### src/rtl/xorshift_arbiter.sv
// xorshift_arbiter: round-robin arbiter and seed sequencer sharing one
// xorshift+ core between NREQ requesters.
// Optional feature macro: XORSHIFT_ARB_STATS_EN (adds draw/reseed counters).
module xorshift_arbiter #(
  parameter int unsigned NREQ           = 4,
  parameter logic [63:0] DEFAULT_SEED_A = 64'h1234,
  parameter logic [63:0] DEFAULT_SEED_B = 64'h1234
) (
  input  logic            clk,
  input  logic            rst,
  input  logic [NREQ-1:0] req_i,
  output logic [NREQ-1:0] valid_o,
  output logic [63:0]     rand_o,
  input  logic            reseed_i,
  input  logic [63:0]     seed_a_i,
  input  logic [63:0]     seed_b_i,
  output logic            busy_o,
  output logic            core_load_o,
  output logic [63:0]     core_seed_a_o,
  output logic [63:0]     core_seed_b_o,
  output logic            core_gen_o,
  input  logic [63:0]     core_rand_i
`ifdef XORSHIFT_ARB_STATS_EN
  ,
  output logic [31:0]     draw_count_o,
  output logic [15:0]     reseed_count_o
`endif
);

  localparam int unsigned IDXW = (NREQ > 1) ? $clog2(NREQ) : 1;

  typedef enum logic [2:0] {
    S_INIT,
    S_IDLE,
    S_GEN,
    S_CAPT,
    S_DLV,
    S_RESEED
  } state_e;

  state_e            state_q, state_d;
  logic [IDXW-1:0]   grant_q, grant_d;
  logic [IDXW-1:0]   rr_q, rr_d;
  logic              pend_q, pend_d;
  logic [63:0]       cap_a_q, cap_a_d;
  logic [63:0]       cap_b_q, cap_b_d;
  logic [63:0]       seed_a_q, seed_a_d;
  logic [63:0]       seed_b_q, seed_b_d;
  logic              load_q, load_d;
  logic              gen_q, gen_d;
  logic [NREQ-1:0]   valid_q, valid_d;
  logic [63:0]       rand_q, rand_d;
  logic              busy_q, busy_d;

  logic              arb_found;
  logic [IDXW-1:0]   arb_idx;
  logic [IDXW-1:0]   arb_next;

`ifdef XORSHIFT_ARB_STATS_EN
  logic [31:0]       draw_cnt_q, draw_cnt_d;
  logic [15:0]       reseed_cnt_q, reseed_cnt_d;
`endif

  // Round-robin search: first set request at or above rr_q, wrapping at NREQ.
  always_comb begin : arb
    int unsigned cand;
    int unsigned nxt;
    arb_found = 1'b0;
    arb_idx   = '0;
    cand      = 0;
    for (int unsigned i = 0; i < NREQ; i++) begin
      cand = 32'(rr_q) + i;
      if (cand >= NREQ) cand = cand - NREQ;
      if (!arb_found && req_i[IDXW'(cand)]) begin
        arb_found = 1'b1;
        arb_idx   = IDXW'(cand);
      end
    end
    nxt = 32'(arb_idx) + 1;
    if (nxt >= NREQ) nxt = 0;
    arb_next = IDXW'(nxt);
  end

  // Next-state, datapath and registered-output computation.
  always_comb begin
    state_d  = state_q;
    grant_d  = grant_q;
    rr_d     = rr_q;
    pend_d   = pend_q;
    cap_a_d  = cap_a_q;
    cap_b_d  = cap_b_q;
    seed_a_d = seed_a_q;
    seed_b_d = seed_b_q;
    rand_d   = rand_q;
    valid_d  = '0;

    unique case (state_q)
      S_INIT: state_d = S_IDLE;
      S_IDLE: begin
        if (pend_q) begin
          state_d  = S_RESEED;
          seed_a_d = cap_a_q;
          seed_b_d = cap_b_q;
        end else if (arb_found) begin
          grant_d = arb_idx;
          rr_d    = arb_next;
          state_d = S_GEN;
        end
      end
      S_GEN:  state_d = S_CAPT;
      S_CAPT: begin
        rand_d  = core_rand_i;
        valid_d = NREQ'(1) << grant_q;
        state_d = S_DLV;
      end
      S_DLV:  state_d = S_IDLE;
      S_RESEED: begin
        pend_d  = 1'b0;
        state_d = S_IDLE;
      end
      default: state_d = S_INIT;
    endcase

    // A reseed command arriving during RESEED re-arms the flag so the newer
    // seeds get their own load pulse rather than being silently dropped.
    if (reseed_i) begin
      pend_d = 1'b1;
      if (seed_a_i == '0 && seed_b_i == '0) begin
        cap_a_d = DEFAULT_SEED_A;
        cap_b_d = DEFAULT_SEED_B;
      end else begin
        cap_a_d = seed_a_i;
        cap_b_d = seed_b_i;
      end
    end

    load_d = (state_d == S_RESEED);
    gen_d  = (state_d == S_GEN);
    busy_d = (state_d != S_IDLE);
  end

`ifdef XORSHIFT_ARB_STATS_EN
  // Draw counter wraps; reseed counter saturates.
  always_comb begin
    draw_cnt_d   = draw_cnt_q;
    reseed_cnt_d = reseed_cnt_q;
    if (state_q == S_DLV) draw_cnt_d = draw_cnt_q + 32'd1;
    if (state_d == S_RESEED && state_q != S_RESEED && reseed_cnt_q != '1)
      reseed_cnt_d = reseed_cnt_q + 16'd1;
  end

  // Statistics registers.
  always_ff @(posedge clk) begin
    if (rst) begin
      draw_cnt_q   <= '0;
      reseed_cnt_q <= '0;
    end else begin
      draw_cnt_q   <= draw_cnt_d;
      reseed_cnt_q <= reseed_cnt_d;
    end
  end

  assign draw_count_o   = draw_cnt_q;
  assign reseed_count_o = reseed_cnt_q;
`endif

  // State and registered outputs; reset enters INIT with the load pulse armed.
  always_ff @(posedge clk) begin
    if (rst) begin
      state_q  <= S_INIT;
      grant_q  <= '0;
      rr_q     <= '0;
      pend_q   <= 1'b0;
      cap_a_q  <= DEFAULT_SEED_A;
      cap_b_q  <= DEFAULT_SEED_B;
      seed_a_q <= DEFAULT_SEED_A;
      seed_b_q <= DEFAULT_SEED_B;
      load_q   <= 1'b1;
      gen_q    <= 1'b0;
      valid_q  <= '0;
      rand_q   <= '0;
      busy_q   <= 1'b1;
    end else begin
      state_q  <= state_d;
      grant_q  <= grant_d;
      rr_q     <= rr_d;
      pend_q   <= pend_d;
      cap_a_q  <= cap_a_d;
      cap_b_q  <= cap_b_d;
      seed_a_q <= seed_a_d;
      seed_b_q <= seed_b_d;
      load_q   <= load_d;
      gen_q    <= gen_d;
      valid_q  <= valid_d;
      rand_q   <= rand_d;
      busy_q   <= busy_d;
    end
  end

  assign valid_o       = valid_q;
  assign rand_o        = rand_q;
  assign busy_o        = busy_q;
  assign core_load_o   = load_q;
  assign core_seed_a_o = seed_a_q;
  assign core_seed_b_o = seed_b_q;
  assign core_gen_o    = gen_q;

endmodule

### config.mk
export PLATFORM = sky130hd
export DESIGN_NAME = xorshift_arbiter
export DESIGN_NICKNAME = d
export VERILOG_FILES = /design/src/rtl/xorshift_arbiter.sv
export SDC_FILE = /design/constraint.sdc
export NUM_CORES = 1
export LEC_CHECK = 0
export CORE_MARGIN = 2
export CORE_UTILIZATION = 24
export CTS_CLUSTER_DIAMETER = 80
export DETAILED_ROUTE_END_ITERATION = 16
export PLACE_DENSITY_LB_ADDON = 0.3
export REMOVE_ABC_BUFFERS = 1
export SYNTH_ARGS = -nofsm -noshare
export SYNTH_HDL_FRONTEND = slang
export SYNTH_SLANG_ARGS = --single-unit
export TNS_END_PERCENT = 5
### constraint.sdc
create_clock -name clk -period 3.3 [get_ports clk]
set_clock_uncertainty 0.15 [all_clocks]
set_input_delay 0.825 -clock clk [delete_from_list [all_inputs] [get_ports clk]]
set_output_delay 0.825 -clock clk [all_outputs]
set_load 0.01 [all_outputs]
# Yosys cells after proc, flatten, opt, wreduce, memory -nomap -nowiden
# Index checks and enable logic that the tools add are counted.
# word_totals
reg_bits,335
latch_bits,0
ramBits,0
mem_bits_ro,0
in_bits,199
out_inout_bits,199
wordCells,84
n_memories,0
# classes
add_sub_neg,8
multipliers,0
div_mod_pow,0
order_cmp,9
n_eq_ne,8
n_shift,1
mux,28
n_bitwise,2
reduce_logical,15
# op_table
operator,n
zero test 64 bit,2
two-way mux 64 bit,2
two-way mux 2 bit,9
greater-or-equal comparator 3 bit (second input constant),4
< comparator 2 x 3 -> 1 bit (second input constant),4
case mux 3 bit (4 select lines),1
two-way mux 1 bit,10
== test 3 x 2 -> 1 bit (second input constant),3
== test 3 bit (second input constant),3
binary-select mux 1 bit (select 2 bit),4
subtractor 2 x 1 -> 2 bit (second input constant),4
adder 2 x 1 -> 3 bit (second input constant),2
adder 2 x 2 -> 3 bit (second input constant),2
two-way mux 3 bit,2
logical AND 1 bit,4
left shift 1 x 2 -> 4 bit (first input constant),1
== test 3 x 1 -> 1 bit (second input constant),1
greater-or-equal comparator 2 x 3 -> 1 bit (second input constant),1
zero test 1 bit,3
zero test 3 bit,1
inequality test 3 x 1 -> 1 bit (second input constant),1
AND reduction 3 bit,1
OR reduction 3 bit,1
inverter 1 bit,2
3 further kinds,3

# Depth between registers and ports, before layout
# logic_depth
word_depth,18
depth_mapped,7
mapped_depth_nobuf,6

# Worst setup path before layout
# No wires, ideal clock.
# synth_timing
kind,input to register
startpoint,in req_i[2]
endpoint,reg rr_q[1]
setup_time_ns,0.132
arrival_time_ns,1.758
required_time_ns,3.018
setup_slack_ns,1.260
path_stages,5
path_buffers,0
path_cell_list,a22o_1 a221oi_1 ha_1 nand3_1 a21oi_1
# synth_via
elab_chain_cells,15
elab_cells_between_ends,26
classes_between,add/sub: 1; order compare: 1; mux: 17; reduce/logical: 7
# synth_rtl
element,line_no,source
"start, declared",11,"input logic [NREQ-1:0] req_i,"
binary-select mux 1 bit (select 2 bit),74,if (!arb_found && req_i[IDXW'(cand)]) begin
two-way mux 1 bit (implied by the code),74,
two-way mux 1 bit,74,
zero test 1 bit,74,
logical AND 1 bit,74,
two-way mux 1 bit,74,
zero test 1 bit,74,
logical AND 1 bit,74,
two-way mux 1 bit,74,
zero test 1 bit,74,
logical AND 1 bit,74,
two-way mux 2 bit (*),74,
via arb_idx[0],56,logic [IDXW-1:0] arb_idx;
adder 2 x 1 -> 3 bit (*),79,nxt = 32'(arb_idx) + 1;
greater-or-equal comparator 3 bit,80,if (nxt >= NREQ) nxt = 0;
two-way mux 2 bit (*),80,
via arb.nxt[1],67,int unsigned nxt;
"end signal, assigned",186,rr_q <= rr_d;
"end, declared",43,"logic [IDXW-1:0] rr_q, rr_d;"
# Mark *: on every way through the listed nets, which the timed path passes. The rest lies on a longest branch. The select of a mux whose other input is x is not followed.
# A chain may end at the register's enable or synchronous reset.

# Worst setup path after layout
# layout_timing
startpoint,in seed_b_i[2]
endpoint,reg cap_b_q[9]
# layout_via
elab_chain_cells,3
# layout_rtl
element,line_no,source
"start, declared",16,"input logic [63:0] seed_b_i,"
zero test 64 bit,128,if (seed_a_i == '0 && seed_b_i == '0) begin
logical AND 1 bit,128,
two-way mux 64 bit,128,
"end signal, assigned",189,cap_b_q <= cap_b_d;
"end, declared",46,"logic [63:0] cap_b_q, cap_b_d;"
# No other way between the ends.

==> qor.yml <==
outcome: "complete, no violations"
period_share: 0.907
p_sw_frac: 0.234
drt_wl_total_mm: 38.8
synth_seq_cells: 335
avgSynthCellArea_um2: 8.74
reg2reg_slack_ps: 1110
ctsRootBufferMaster: "clkbuf_16"
core-area_um2: 49100
rows: 81
drive_gt1_frac: 0.0544
path_common_cell: "nor4_1"
max_freq_mhz: 334
worstPathCellList: "clkdlybuf4s50_1 -> nor4_1 -> nand4_1 -> nor4_1 -> buf_4 -> nand2_1 -> buf_12 -> a21oi_1"
via_per_inst: 4.37
synth_cell_types: 29
synth-edff-count: 0
crit_slowest_cell: "nor4_1"
required_ps: 3620
drc: 0
cts_hold_buffers: 0
diodes: 0
die_y_um: 227
dieWidth_um: 227
yosys_warnings: 0
hold_path_class: "flip-flop to flip-flop"
clock_tree.buffer_depth: 3
ys.flop_type: "dfxtp_1"
finalPower_mw: 9.59
ioPinCount: 398
grt_pass1_vias: 10395
ant_nets: 0
worstPathArrival_ps: 3320
routabilityCongestion: 0.764
overflow: 0
pwr-share-comb: 0.102
power.density_nw_per_um2: 534
portBuffers: 397
die_area_um2: 51600
worstSkewPairLatency_ps: 540
floorplan.initialDensity: 0.244
cts.clk_slew.worst_paths_ps: 60
critPathMaxStageDelay_ps: 750
criticalPathCategory: "input pin to flip-flop"
power_leakage_nw: 6.57
first_pass_iters: 5
setup_viol_count_final: 0
grt_max_degree: 97
grt_pass1_wl_mm: 58.0
power_frac_clock: 0.450
hold_viol_final: 0
async_reset_ff_frac: 0
grtUsageTotal: 0.144
power_frac_seq: 0.448
rsz0062_at_grt: "false"
vias: 10620
cts_sinks: 335
whs_ps: 298
drt_iter0_drc: 452
synthCells: 1369
slew_headroom: 0.151
cp-end-kind: "flip-flop"
nets: 1941
p_int_mw: 7.35
cts_made_buffers: 39
cp_max_fo: 9
ys_seq_area_frac: 0.561
routedWlPerCell_um: 16.0
syn_area_um2: 12000
fin_crit_ps: 2990
cts_setup_buffers: 0
place_hpwl_mm: 27.2
tightest_slew_ps: 1270
maxSlewViolCount: 0
syn_to_final_growth_pct: 50.1
irDropWorstVdd_mv: 0.283
startpoint_type: "input pin"
maxCapViolations: 0
cts_resized: 0
cts_tree: "yes"
cts-htree-levels: 2
antenna_found_initial: 1
switching_power_mw: 2.24
-- final cells by class --
type / instances / area [um2]
clock buffers: 56 / 1140
clock inverters: 10 / 135
fillers: 5074 / 31100
inverters: 3 / 11.3
multi-input cells: 935 / 4800
flip-flops and latches: 335 / 6710
well taps: 664 / 831
repair buffers: 427 / 4320
-- metrics by stage --
step	instance area, um2	cells	setup slack [ps]	util	setup TNS, ps
5_1_grt	17900	2430	96.0	0.366	0
2_1_floorplan	11500	1273	-50.5	-	-6180
6_report	17900	2430	306	0.366	0
3_3_place_gp	16700	2364	-303	0.340	-2930
3_5_place_dp	16700	2364	-401	0.340	-3680
4_1_cts	17900	2430	181	0.366	0
-- cell usage after synthesis, drive strengths merged, types with 2 or more instances --
master / n / area share
nand3: 3 / 0.0013
buf: 48 / 0.023
dfxtp: 335 / 0.56
nand2: 394 / 0.12
nor2: 123 / 0.039
inv: 3 / 0.00094
nor3b: 10 / 0.0063
mux2i: 118 / 0.099
nand3b: 11 / 0.0069
nand2b: 3 / 0.0016
nor3: 12 / 0.0050
nor4b: 2 / 0.0015
nand4: 8 / 0.0042
o21ai: 2 / 0.00084
clkbuf: 48 / 0.015
nor4: 36 / 0.019
a21oi: 202 / 0.085
and2: 2 / 0.0010
-- power groups by stage --
| stage | clock network (mW) | registers (mW) | logic, mW |
|---|---|---|---|
| detailed placement | 0 | 4.39 | 0.989 |
| floorplan | 0 | 4.40 | 0.310 |
| finish | 4.31 | 4.30 | 0.977 |
| global route | 4.64 | 4.32 | 1.07 |
| global placement | 0 | 4.38 | 0.981 |
| CTS | 4.48 | 4.30 | 0.994 |
-- worst max-delay path: cells and delay by family --
family          cells  cell delay, ps
buf+inv             3             790
simple gates        4            1580
compound gates      1             120
-- cell families after synthesis --
| group | after synthesis | share of synthesized area |
|---|---|---|
| AOI/OAI and AO/OA | 207 | 0.0876 |
| adders and majority gates | 1 | 0.00105 |
| buffers and inverters | 99 | 0.0387 |
| DFF | 335 | 0.561 |
| muxes | 119 | 0.0997 |
| and+or+nand+nor | 608 | 0.212 |
-- sequential cells by signal, indices dropped and copies added, names as in the netlist --
register       cells
core_seed_a_o     64
core_gen_o         1
pend_q             1
rr_q               2
core_load_o        1
cap_a_q           64
state_q            3
cap_b_q           64
busy_o             1
core_seed_b_o     64
valid_o            4
rand_o            64
grant_q            2
-- cells in the final DEF (no fill, tap or decap), types with 4 or more instances in the layout --
cell | netlist | final
clkdlybuf4s50_1 | 0 | 395
nand2_1 | 394 | 392
dfxtp_1 | 335 | 335
a21oi_1 | 202 | 202
nor2_1 | 123 | 123
mux2i_1 | 118 | 118
clkbuf_16 | 0 | 41
nor4_1 | 36 | 36
buf_4 | 13 | 21
nor3_1 | 12 | 12
nand3b_1 | 11 | 11
nor3b_1 | 10 | 10
clkbuf_1 | 48 | 9
buf_12 | 0 | 9
nand4_1 | 8 | 8
clkbuf_8 | 0 | 7
clkinv_2 | 0 | 4
-- per-layer routing --
metal,wire length [um],share of wire,GRT usage,vias up
li1,-,-,-,5299
met1,16400,0.42,0.171,4933
met2,17800,0.46,0.240,342
met3,3910,0.10,0.0578,44
met4,703,0.018,0.0409,2
met5,13,0.00034,0,-
-- path summary, 6_finish.rpt --
check | start | endpoint | depth (start not counted)
max | seed_b_i[2] | cap_b_q[9] | 8
min | cap_a_q[60] | core_seed_a_o[60] | 2
max reg2reg | state_q[0] | core_seed_b_o[11] | 6
min reg2reg | cap_a_q[60] | core_seed_a_o[60] | 2
(Power assumes the default switching activity.)
